`src/rtl/eth_pkg.sv`:
```
// Shared Ethernet/IPv4/UDP constants, FSM state type and keep-mask helper
// for the synthetic frame generator.
package eth_pkg;

    localparam logic [15:0] ETHERTYPE_IPV4 = 16'h0800;
    localparam logic [7:0]  IP_PROTO_UDP   = 8'h11;

    localparam int ETH_HDR_LEN = 14;
    localparam int IP_HDR_LEN  = 20;
    localparam int UDP_HDR_LEN = 8;
    localparam int PAYLOAD_OFS = ETH_HDR_LEN + IP_HDR_LEN + UDP_HDR_LEN;  // 42
    // Bytes that are not plain offset pattern: all headers plus the 32-bit sequence number.
    localparam int HDR_BYTES   = PAYLOAD_OFS + 4;

    typedef enum logic [1:0] {
        ST_IDLE,
        ST_LOAD,
        ST_SEND,
        ST_GAP
    } gen_state_t;

    // Keep mask for the final beat; len is the frame length modulo 8.
    function automatic logic [7:0] tkeep_from_len(input logic [2:0] len);
        if (len == 3'd0) begin
            return 8'hFF;
        end
        return (8'h01 << len) - 8'h01;
    endfunction

endpackage

```
`src/rtl/ipv4_hdr_csum.sv`:
```
// Combinational IPv4 header checksum for the fixed header this generator
// emits (version/IHL 0x45, DF set, TTL 0x40, protocol UDP, no options).
module ipv4_hdr_csum
    import eth_pkg::*;
(
    input  logic [15:0] total_len,
    input  logic [15:0] ip_id,
    input  logic [31:0] src_ip,
    input  logic [31:0] dst_ip,
    output logic [15:0] csum
);

    logic [19:0] sum;
    logic [16:0] fold1;
    logic [15:0] fold2;

    // Ones'-complement sum of the ten header words, checksum word counted as zero.
    always_comb begin
        sum   = 20'h04500 + 20'(total_len) + 20'(ip_id) + 20'h04000
              + 20'({8'h40, IP_PROTO_UDP})
              + 20'(src_ip[31:16]) + 20'(src_ip[15:0])
              + 20'(dst_ip[31:16]) + 20'(dst_ip[15:0]);
        fold1 = 17'(sum[15:0]) + 17'(sum[19:16]);
        fold2 = fold1[15:0] + 16'(fold1[16]);
        csum  = ~fold2;
    end

endmodule

```
`src/rtl/udp_flood_gen.sv`:
```
// Synthetic Ethernet/IPv4/UDP frame generator driving a 64-bit AXI4-Stream
// MAC transmit input. Each frame carries a 32-bit sequence number (the value
// of frames_sent at frame start) so the receiver can detect loss/reordering.
// GAP_CYCLES must be at least 1.
module udp_flood_gen
    import eth_pkg::*;
#(
    parameter int GAP_CYCLES = 2,
    parameter int MIN_LEN    = 60,
    parameter int MAX_LEN    = 1514
) (
    input  logic        refclk_p,
    input  logic        reset,
    input  logic        enable,
    input  logic [10:0] frame_len,
    input  logic [31:0] frame_limit,
    input  logic [47:0] dst_mac,
    input  logic [47:0] src_mac,
    input  logic [31:0] src_ip,
    input  logic [31:0] dst_ip,
    input  logic [15:0] src_port,
    input  logic [15:0] dst_port,
    output logic [63:0] m_axis_tdata,
    output logic [7:0]  m_axis_tkeep,
    output logic        m_axis_tlast,
    output logic        m_axis_tuser,
    output logic        m_axis_tvalid,
    input  logic        m_axis_tready,
    output logic [31:0] frames_sent,
    output logic        busy
);

    localparam logic [10:0] MIN_LEN_V = 11'(MIN_LEN);
    localparam logic [10:0] MAX_LEN_V = 11'(MAX_LEN);
    localparam int          GAP_W     = (GAP_CYCLES > 1) ? $clog2(GAP_CYCLES) : 1;

    gen_state_t       state;
    gen_state_t       state_next;
    logic [10:0]      len_q;
    logic [31:0]      seq_q;
    logic [15:0]      csum_q;
    logic [7:0]       beat_q;
    logic [GAP_W-1:0] gap_q;
    logic [31:0]      en_count;

    logic [10:0]      len_clamped;
    logic [15:0]      csum_w;
    logic [7:0]       last_idx;
    logic             last_beat;
    logic             handshake;
    logic             limit_reached;
    logic             gap_done;
    logic [15:0]      ip_total_len;
    logic [15:0]      udp_len;
    logic [HDR_BYTES*8-1:0] hdr;
    logic [7:0]       hdr_byte [64];
    logic [63:0]      lane_data;

    assign len_clamped   = (frame_len < MIN_LEN_V) ? MIN_LEN_V :
                           (frame_len > MAX_LEN_V) ? MAX_LEN_V : frame_len;
    assign limit_reached = (frame_limit != 32'd0) && (en_count == frame_limit);
    assign last_idx      = len_q[10:3] - {7'd0, (len_q[2:0] == 3'd0)};
    assign last_beat     = (beat_q == last_idx);
    assign handshake     = (state == ST_SEND) && m_axis_tready;
    assign gap_done      = (gap_q == GAP_W'(GAP_CYCLES - 1));
    assign ip_total_len  = {5'd0, len_q} - 16'(ETH_HDR_LEN);
    assign udp_len       = {5'd0, len_q} - 16'(PAYLOAD_OFS - UDP_HDR_LEN);

    // Header checksum is evaluated on the values about to be latched in LOAD.
    ipv4_hdr_csum u_csum (
        .total_len (16'(len_clamped) - 16'(ETH_HDR_LEN)),
        .ip_id     (frames_sent[15:0]),
        .src_ip    (src_ip),
        .dst_ip    (dst_ip),
        .csum      (csum_w)
    );

    // Network-order header image, byte 0 in the most significant position.
    assign hdr = {dst_mac, src_mac, ETHERTYPE_IPV4, 8'h45, 8'h00,
                  ip_total_len, seq_q[15:0], 16'h4000, 8'h40, IP_PROTO_UDP,
                  csum_q, src_ip, dst_ip, src_port, dst_port,
                  udp_len, 16'h0000, seq_q};

    // Split the header image into an offset-indexed byte table.
    always_comb begin
        for (int k = 0; k < 64; k++) begin
            hdr_byte[k] = 8'h00;
        end
        for (int k = 0; k < HDR_BYTES; k++) begin
            hdr_byte[k] = hdr[(HDR_BYTES-1-k)*8 +: 8];
        end
    end

    // Select each output lane's byte by its frame offset; bytes past len are zero.
    always_comb begin : lane_mux
        logic [10:0] ofs;
        // NOTE: every combinational output gets a default first so no path can infer a latch.
        lane_data = '0;
        ofs       = '0;
        for (int i = 0; i < 8; i++) begin
            ofs = {beat_q, 3'b000} + 11'(i);
            if (ofs < len_q) begin
                lane_data[8*i +: 8] = (ofs < 11'(HDR_BYTES)) ? hdr_byte[ofs[5:0]] : ofs[7:0];
            end
        end
    end

    // FSM state register.
    always_ff @(posedge refclk_p) begin
        // NOTE: sequential state uses non-blocking assignments so every register samples pre-edge values.
        if (reset) begin
            state <= ST_IDLE;
        end else begin
            state <= state_next;
        end
    end

    // FSM next-state logic; the GAP exit sees the already-incremented frame count.
    always_comb begin
        state_next = state;
        case (state)
            ST_IDLE: if (enable && !limit_reached) state_next = ST_LOAD;
            ST_LOAD: state_next = ST_SEND;
            ST_SEND: if (handshake && last_beat) state_next = ST_GAP;
            ST_GAP:  if (gap_done) state_next = (enable && !limit_reached) ? ST_LOAD : ST_IDLE;
            default: state_next = ST_IDLE;
        endcase
    end

    // Frame latches, beat/gap counters and frame statistics.
    always_ff @(posedge refclk_p) begin
        if (reset) begin
            len_q       <= '0;
            seq_q       <= '0;
            csum_q      <= '0;
            beat_q      <= '0;
            gap_q       <= '0;
            en_count    <= '0;
            frames_sent <= '0;
        end else begin
            case (state)
                ST_IDLE: begin
                    if (!enable) en_count <= '0;
                end
                ST_LOAD: begin
                    len_q  <= len_clamped;
                    seq_q  <= frames_sent;
                    csum_q <= csum_w;
                    beat_q <= '0;
                end
                ST_SEND: begin
                    if (handshake) begin
                        if (last_beat) begin
                            frames_sent <= frames_sent + 32'd1;
                            en_count    <= en_count + 32'd1;
                            gap_q       <= '0;
                        end else begin
                            beat_q <= beat_q + 8'd1;
                        end
                    end
                end
                ST_GAP: begin
                    gap_q <= gap_q + 1'b1;
                end
                default: ;
            endcase
        end
    end

    // Stream outputs are pure functions of registered state, so they hold while stalled.
    assign m_axis_tvalid = (state == ST_SEND);
    assign m_axis_tdata  = m_axis_tvalid ? lane_data : 64'd0;
    assign m_axis_tkeep  = !m_axis_tvalid ? 8'h00 :
                           last_beat ? tkeep_from_len(len_q[2:0]) : 8'hFF;
    assign m_axis_tlast  = m_axis_tvalid && last_beat;
    assign m_axis_tuser  = 1'b0;
    assign busy          = (state != ST_IDLE);

endmodule

```
`config.mk`:
```
export PLATFORM = sky130hd
export DESIGN_NAME = udp_flood_gen
export DESIGN_NICKNAME = d
export VERILOG_FILES = /design/src/rtl/eth_pkg.sv /design/src/rtl/ipv4_hdr_csum.sv /design/src/rtl/udp_flood_gen.sv
export SDC_FILE = /design/constraint.sdc
export NUM_CORES = 1
export LEC_CHECK = 0
export BUFFER_PORTS_ARGS = -buffer_cell sky130_fd_sc_hd__buf_2
export CAP_MARGIN = 25
export CORE_MARGIN = 1.5
export CORE_UTILIZATION = 40
export DETAILED_ROUTE_END_ITERATION = 7
export GPL_TIMING_DRIVEN = 0
export SLEW_MARGIN = 10
export SYNTH_ARGS = -nofsm -noshare
export SYNTH_HDL_FRONTEND = slang
export SYNTH_SLANG_ARGS = --single-unit
```
`constraint.sdc`:
```
create_clock -name refclk_p -period 16.8 [get_ports refclk_p]
set_input_delay 1.68 -clock refclk_p [delete_from_list [all_inputs] [get_ports refclk_p]]
set_output_delay 1.68 -clock refclk_p [all_outputs]
set_load 0.01 [all_outputs]
```
==> run metrics <==
initial DRC count 1544; GRT Overall Usage 35.5%; Worst Setup Slack, final 3.39 ns; Final setup viols 0; hold path cells 2; Netlist cell types 85; largest net degree at the start of global routing 17; synthesized area 0.0133 mm2; CTS tree yes; crit end category flip-flop; CTS buffer count 17; Reg2Reg Depth 31; pre-CTS setup slack 3.24 ns; grt ovf 0; mean post-synth cell area 8.24 um2; CTS sink cnt 134; Fin. Hold Viols 0; launching point of the worst reg2reg path frames_sent[4]; Final #Nets 2350; DR vias 14413; Reg2Reg Setup Slack 6.84 ns; CP Class in2reg; Area Growth Syn to Fin 22.1%; crit-path max FO 9; full die area 0.0342 mm2; Mapped Cells 1609; worst clock skew 0.0112 ns; antenna cells 0; vias in the first global route 13770; CORE AREA 0.0325 mm2; TritonRoute pass-1 iters 6; IO buf count 344; Remaining DRCs 0; global-route wire length before repair 86.8 mm; slowest CP cell nor4b_1; H-tree depth 4; CP startpoint kind input port; clock period minus worst slack 13.41 ns; DR WL/cell 25.2 um; I/O pins 347; status completed; synthesized flop and latch total 134; CTS root buffer clkbuf_16; sequential share of the synthesized area 20.2%; critical path's largest stage delay 0.64 ns; GPL Wtd Cong 1.00; final wirelength 61.4 mm; DP Wirelength 50.5 mm; Design Power 2.59 mW; post-CTS setup buffer count 0; Die W 185 um; DRT antenna net count 0; Slew Limit Headroom 22.5%; unrepaired setup endpoints after global routing no; Peak VDD IR 0.112 mV; Max-cap violations 0; R2R Path End csum_q[12]; top area cells in the synthesized netlist dfxtp_1 20%, fa_1 9.5%, ha_1 6.4%, xnor2_1 5.8%, nor2_1 5.7%; Fin Setup TNS 0 ns; Synth async-reset ratio 0%; critical path's most frequent cell ha_1; Slew Viols, Final 0; Post-synth EDFFs 0; antenna violations before repair 3; Die Y 185 um; Critical Path RT 17.08 ns; Std-Cell Rows 66; top-area cell type share of the netlist area 20.2%; deepest clock path buffer count 2; final period utilization 79.8%; post_cts resized 0; Hold Path Class reg2reg; Least-Margin Pin Slew 1.16 ns; hold_sp csum_q[0]; Cell Pwr Density 160 mW/mm2; f_max 0.0746 GHz; Starting Density 40.7%; Synth Warn # 0; Top FF cell, synth dfxtp_1; drt via density 5.92; Clock Latency Late Sink 0.44 ns; Hold Buf Count CTS 0; Hold Crit Endpoint csum_q[0]; layout cell share with drive strength beyond 1 23.4%; Worst Path Arrival 13.69 ns; Pleak 6.89 nW; area leader, netlist dfxtp_1; CTS clock-pin slew for the worst setup and hold paths 0.07 ns
## cell usage after synthesis (27+ instances only)
library cell,instances
a21oi_1,87
a221oi_1,42
clkbuf_1,63
dfxtp_1,134
fa_1,63
ha_1,68
inv_1,134
mux2i_1,69
nand2_1,84
nand3_1,39
nor2_1,201
nor3_1,72
o21ai_0,62
or3_1,27
xnor2_1,87
xor2_1,54
## registers in the layout, summed over array words and instances (netlist names)
name	count
state	2
beat_q	8
frames_sent	32
len_q	11
en_count	32
csum_q	16
seq_q	32
gap_done	1
## placed cells by master, fill, tap and decap left out, types with 7 or more instances in the layout
cell type  instances
fa_1              63
nor2_1           201
and3_1            18
xor2_1            54
nor2b_1           11
or3_1             27
buf_2            352
clkbuf_1          65
dfxtp_1          134
mux4_2            26
a21oi_1           87
o21ai_0           61
o21ai_1           10
a21o_1            12
nand4_1           24
a211oi_1          20
xnor2_1           87
nor3_1            72
nand3_1           39
inv_1            134
mux2i_1           69
and2_1            11
nor4_1            26
ha_1              68
a221oi_1          42
mux2_2            17
nand2_1           84
a2111oi_0          7
and4_1             7
buf_1             16
clkbuf_16         17
## worst max path at each step
stage,startpoint,endpoint,cells after the start
floorplan,frame_len[9],csum_q[14],43
global placement,frame_len[9],csum_q[14],44
detailed placement,frame_len[9],csum_q[14],44
CTS,frame_len[9],csum_q[14],44
global route,frame_len[9],csum_q[14],44
finish,frame_len[9],csum_q[12],44
## per-stage QoR
stage	hold WS, ns	instances	utilization, %	area, um2
floorplan	0.440	1613	-	13300
detailed placement	0.474	2403	47.9	15600
global placement	0.471	2399	47.8	15500
global route	0.496	2435	49.7	16200
CTS	0.483	2435	49.7	16200
finish	0.485	2435	49.7	16200
## cell families after synthesis
family	after synthesis	synth area share, %
other	1	0.0283
XOR/XNOR	143	9.65
buffers and inverters	227	6.62
adder cells (fa/ha/maj)	131	15.9
multiplexers	112	11.1
AND/OR/NAND/NOR	556	20.5
AO/OA/AOI/OAI	305	15.9
flip-flops	134	20.2
## worst max-delay path: cells and delay by family
family | cells | cell delay, ns
adders and majority gates | 11 | 3.69
buffers and inverters | 6 | 0.61
and+or+nand+nor | 11 | 3.29
AOI/OAI and AO/OA | 14 | 3.83
xor gates and xnor gates | 1 | 0.15
muxes | 1 | 0.42
## cell type report
class | instances | area (um2)
clock inverter | 12 | 143
timing repair buffer | 348 | 1760
buffer | 91 | 367
multi-input combinational | 1252 | 9710
inverter | 136 | 510
sequential | 134 | 2680
tap | 442 | 553
clock buffer | 20 | 447
fill | 3324 | 16400
## report_power, final
| group | leakage (nW) | switching [mW] | total, mW | internal, mW |
|---|---|---|---|---|
| clock network | 0.280 | 0.164 | 0.389 | 0.225 |
| logic | 5.52 | 1.16 | 1.83 | 0.676 |
| registers | 1.08 | 0.0239 | 0.369 | 0.345 |
## metal layers
metal / vias to the layer above / wire (um) / global-route usage (%)
met2: 913 / 27400 / 56.8
met4: 0 / 4220 / 21.7
met3: 194 / 6010 / 7.81
met5: - / 0 / 0
met1: 6865 / 23700 / 43.5
li1: 6441 / - / -
(Power assumes the default switching activity.)
